$ cat src/rtl/ccff_chain_loader.sv
// ccff_chain_loader: serialises bitstream words LSB-first into a ccff chain.
// Optional readback verify pass: define CCFF_READBACK_CHECK_EN.
module ccff_chain_loader #(
   parameter int CHAIN_LEN = 48,
   parameter int WORD_W    = 8
) (
   input  logic              prog_clk,
   input  logic              pReset,
   input  logic              start,
   input  logic              abort,
   input  logic              s_valid,
   input  logic [WORD_W-1:0] s_data,
   output logic              s_ready,
   output logic              ccff_head,
   input  logic              ccff_tail,
   output logic              cfg_clk_en,
   output logic              busy,
   output logic              done,
   output logic              err
);

   localparam int CW = (CHAIN_LEN > 1) ? $clog2(CHAIN_LEN) : 1;
   localparam int WW = (WORD_W > 1) ? $clog2(WORD_W) : 1;
   localparam logic [CW-1:0] BIT_LAST  = CW'(CHAIN_LEN - 1);
   localparam logic [WW-1:0] WBIT_LAST = WW'(WORD_W - 1);

   localparam logic [2:0] S_IDLE  = 3'd0;
   localparam logic [2:0] S_FETCH = 3'd1;
   localparam logic [2:0] S_SHIFT = 3'd2;
   localparam logic [2:0] S_DONE  = 3'd3;

   logic [2:0]        state;
   logic [WORD_W-1:0] word;
   logic [CW-1:0]     bit_cnt;
   logic [WW-1:0]     wbit;
   logic              in_shift;
   logic              in_verify;
   logic              shift_bit;
   logic              vbit;
   logic              last_bit;

   assign in_shift  = (state == S_SHIFT);
   assign shift_bit = word[wbit];
   assign last_bit  = (bit_cnt == BIT_LAST);

`ifdef CCFF_READBACK_CHECK_EN
   localparam logic [2:0] S_VERIFY = 3'd4;

   logic [CHAIN_LEN-1:0] shadow;

   assign in_verify = (state == S_VERIFY);
   assign vbit      = shadow[bit_cnt];

   // Shadow mirrors the chain so the verify pass can re-insert each bit.
   always_ff @(posedge prog_clk or negedge pReset) begin
      if (!pReset) begin
         shadow <= '0;
      end else if (in_shift) begin
         shadow[bit_cnt] <= shift_bit;
      end
   end
`else
   logic unused_tail;

   assign unused_tail = ccff_tail;
   assign in_verify   = 1'b0;
   assign vbit        = 1'b0;
`endif

   always_ff @(posedge prog_clk or negedge pReset) begin
      if (!pReset) begin
         state   <= S_IDLE;
         word    <= '0;
         bit_cnt <= '0;
         wbit    <= '0;
         err     <= 1'b0;
      end else if (abort && (state != S_IDLE)) begin
         state <= S_IDLE;
         err   <= 1'b1;
      end else begin
         unique case (state)
            S_IDLE: begin
               if (start) begin
                  state   <= S_FETCH;
                  err     <= 1'b0;
                  bit_cnt <= '0;
               end
            end
            S_FETCH: begin
               if (s_valid) begin
                  word  <= s_data;
                  wbit  <= '0;
                  state <= S_SHIFT;
               end
            end
            S_SHIFT: begin
               wbit <= wbit + WW'(1);
               if (last_bit) begin
                  bit_cnt <= '0;
`ifdef CCFF_READBACK_CHECK_EN
                  state   <= S_VERIFY;
`else
                  state   <= S_DONE;
`endif
               end else begin
                  bit_cnt <= bit_cnt + CW'(1);
                  if (wbit == WBIT_LAST) begin
                     state <= S_FETCH;
                  end
               end
            end
`ifdef CCFF_READBACK_CHECK_EN
            S_VERIFY: begin
               if (ccff_tail != vbit) begin
                  err <= 1'b1;
               end
               if (last_bit) begin
                  bit_cnt <= '0;
                  state   <= S_DONE;
               end else begin
                  bit_cnt <= bit_cnt + CW'(1);
               end
            end
`endif
            S_DONE: begin
               state <= S_IDLE;
            end
            default: begin
               state <= S_IDLE;
            end
         endcase
      end
   end

   assign s_ready    = (state == S_FETCH);
   assign busy       = (state != S_IDLE);
   assign cfg_clk_en = in_shift | in_verify;
   assign ccff_head  = in_shift ? shift_bit : (in_verify & vbit);
   assign done       = (state == S_DONE) & ~err;

endmodule

$ cat config.mk
export PLATFORM = sky130hd
export DESIGN_NAME = ccff_chain_loader
export DESIGN_NICKNAME = d
export VERILOG_FILES = /design/src/rtl/ccff_chain_loader.sv
export SDC_FILE = /design/constraint.sdc
export NUM_CORES = 1
export LEC_CHECK = 0
export CORE_MARGIN = 1.5
export CORE_UTILIZATION = 40
export DETAILED_ROUTE_END_ITERATION = 7
export PLACE_DENSITY = 0.67
export SLEW_MARGIN = 20
export SYNTH_ARGS = -nofsm -noshare
export SYNTH_HDL_FRONTEND = slang
export SYNTH_SLANG_ARGS = --single-unit
$ cat constraint.sdc
create_clock -name prog_clk -period 2.1 [get_ports prog_clk]
set_input_delay 0.63 -clock prog_clk [delete_from_list [all_inputs] [get_ports prog_clk]]
set_output_delay 0.63 -clock prog_clk [all_outputs]
set_load 0.01 [all_outputs]
==> impl_metrics.env, run 1 <==
export IMPL_status="finished, violations left"
export IMPL_violations="negative setup slack"
export IMPL_slew_violations=0
export IMPL_cp_required_ns=1.47
export IMPL_hp_start="word[5]"
export IMPL_fmax_ghz=0.450
export IMPL_wirelength_um=2040
export IMPL_path_delay_family="multiplexers"
export IMPL_crit_buf_inv=1
export IMPL_timing_critical_path_from="wbit[1]"
export IMPL_synth_top_family_by_area="simple AND/OR/NAND/NOR gates"
export IMPL_nets=142
export IMPL_drt_antenna_violating_nets=0
export IMPL_relSlewSlack_pct=82.0
export IMPL_cp_max_fo=2
export IMPL_routedWlPerCell_um=13.3
export IMPL_maxCapViolations=0
export IMPL_crit_reg2reg_launch="state[0]"
export IMPL_drc=0
export IMPL_rows=18
export IMPL_slowest_delay_ns=0.50
export IMPL_async_flop_share_pct=100
export IMPL_internal_power_mw=0.757
export IMPL_die_w_um=54.4
export IMPL_post_synth_cell_area_avg_sq_um=11.2
export IMPL_synth_most_common_cell="dfrtp_1"
export IMPL_grt_max_degree=21
export IMPL_core_sq_um=2480
export IMPL_h_tree_depth=1
export IMPL_dp_slack_ns=-0.136
export IMPL_crit_path_top_delay_cell="mux4_2"
export IMPL_diodes=0
export IMPL_dp_hpwl_um=1550
export IMPL_setup_slack_ns=-0.124
export IMPL_synth_compound_area_share_pct=13.4
export IMPL_synth_seq_cells=20
export IMPL_synth_edff_count=0
export IMPL_drt_pass1_iterations=4
export IMPL_grt_pass1_vias=784
export IMPL_synth_distinct_cells=31
export IMPL_skew_ns=0.0145
export IMPL_rsz0062_at_grt="true"
export IMPL_synth_seq_area_share_pct=47.4
export IMPL_fillers=239
export IMPL_comb_power_share_pct=28.6
export IMPL_num_vias=822
export IMPL_ctsRootBufferMaster="clkbuf_4"
export IMPL_cts_tree="yes"
export IMPL_fin_setup_tns_ns=-0.124
export IMPL_cts_clk_slew_worst_paths_ns=0.10
export IMPL_synth_top_area_share_pct=47.4
export IMPL_endpoint_kind="output pin"
export IMPL_syn_to_final_growth_pct=30.1
export IMPL_clockBufferDepth=2
export IMPL_min_period_over_period_pct=106
export IMPL_grt_usage_pct=16.5
export IMPL_port_buffers=18
export IMPL_clkSinkCount=20
export IMPL_initial_core_util_pct=42.6
export IMPL_crit_chain="mux4_2 -> nor2_1 -> and4b_1 -> buf_2"
export IMPL_netlist_area_sq_um=1060
export IMPL_yosys_top_cells_count="dfrtp_1, mux2_2, inv_1, nor2_1, nand3_1"
export IMPL_worst_slew_pin_slew_ns=0.270
export IMPL_final_area_sq_um=1370
export IMPL_syn_nets=111
export IMPL_routed_via_density=5.34
export IMPL_clock_latency_ns=0.31
export IMPL_io_pins=20
export IMPL_synthSimpleGateAreaFrac_pct=16.6
export IMPL_irDropWorstVdd_uv=454
export IMPL_p_sw_share_pct=27.6
export IMPL_sequentialPowerShare_pct=49.6
export IMPL_pwr_share_clk_pct=21.7
export IMPL_grt_overflow_total=0
export IMPL_worstSetupStartpointType="register"
export IMPL_ys_warn_count=0
export IMPL_synthAdderAreaFrac_pct=3.55
export IMPL_hold_viol=0
export IMPL_synth_area_top_cells="dfrtp_1, mux2_2, mux2i_1, ha_1, a22o_1"
export IMPL_synth_xor_area_share_pct=0
export IMPL_setup_viol=1
export IMPL_crit_type="register to output pin"
export IMPL_whs_ns=0.517
export IMPL_leakage_nw=0.612
export IMPL_grt_antenna_before_repair=0
export IMPL_finalWeightedCongestion=0.792
export IMPL_cts_hold_buf=0
export IMPL_final_layout_size_suffix_gt1_share_pct=24.2
export IMPL_p_switching_mw=0.288
export IMPL_grt_first_pass_wirelength_um=3390
export IMPL_hold_path_class="register to register"
export IMPL_syn_inst=94
export IMPL_min_period_ns=2.22
export IMPL_numCtsBuffers=3
export IMPL_synth_top_area_cell="dfrtp_1"
export IMPL_dieArea_sq_um=2960
export IMPL_critPathArrivalTime_ns=1.59
export IMPL_muxShareOfSynthArea_pct=15.5
export IMPL_synth_flop_cell="dfrtp_1"
export IMPL_die_height_um=54.4
export IMPL_place_area_sq_um=1330
export IMPL_drt_initial_drc_count=10
export IMPL_powerDensity_nw_per_um2=761
[cell usage in the layout (no fill, tap or decap), drive strengths merged, types with 2 or more instances in the layout]
cell and count:
o21ai 3, a21o 2, ha 3, nand3 5, nor2b 2, inv 6, nand2b 2, nor2 6
clkbuf 4, a22o 3, o22ai 2, a221oi 2, a21oi 4, mux2i 4, dlygate4sd2 4, dfrtp 20
and4b 2, nand2 3, buf 12, clkdlybuf4s50 13, mux2 9
[registers in the layout (all words and copies together) (netlist names)]
| name | cells |
|---|---|
| bit_cnt | 6 |
| err | 1 |
| state | 2 |
| wbit | 3 |
| word | 8 |
[per-layer routing]
layer,wire length [um],track usage (%)
met1,906,17.5
met2,1010,30.7
met3,110,4.92
met4,11,5.42
met5,0,0
[stage by stage]
step / power, mW / std cells / utilization, %
2_1_floorplan: 0.704 / 94 / -
3_3_place_gp: 0.819 / 149 / 53.8
3_5_place_dp: 0.833 / 149 / 53.8
4_1_cts: 1.06 / 154 / 55.5
5_1_grt: 1.12 / 154 / 55.5
6_report: 1.04 / 154 / 55.5
[cell type report]
cell class                      instances  area, sq um  area share [%]
Inverter                                6         22.5            1.64
Clock buffer                            4         36.3            2.64
Sequential cell                        20          500            36.4
Multi-Input combinational cell         65          520            37.9
Tap cell                               30         37.5            2.73
Timing Repair Buffer                   29          256            18.7
[cell families (layout without fill, tap and decap cells)]
family	Yosys count	after routing
AND/OR/NAND/NOR	28	28
AO/OA/AOI/OAI	20	20
flip-flops	20	20
buffers and inverters	9	39
multiplexers	14	14
adder cells (fa/ha/maj)	3	3
[power by group through the flow]
stage	sequential [mW]	clock (mW)	combinational, mW
after floorplan	0.521	0	0.183
after global placement	0.522	0	0.297
after detailed placement	0.527	0	0.306
after CTS	0.520	0.232	0.306
after global routing	0.533	0.258	0.330
final	0.519	0.227	0.299
[final timing paths]
kind,end,slack [ns],cells past startpoint
setup / recovery,ccff_head,-0.12,4
hold / removal,word[5],0.52,1
setup reg to reg,bit_cnt[5],0.50,4
hold reg to reg,word[5],0.52,1
max in group asynchronous,wbit[0],1.24,2
min in group asynchronous,bit_cnt[2],0.64,2
[timing repair]
action / in CTS / in global routing
buffers inserted: 1 / 0
setup endpoints to repair: 5 / 1
endpoints found under the hold margin: 0 / 0
gates resized for setup: 10 / 0
(Power assumes the default switching activity.)
==> inputs of run 2 (changes only) <==
Settings changed: CTS_CLUSTER_SIZE from default to 8.
==> results of run 2 <==
Same layout as run 1: the final DEF is identical, and so are final timing and power.
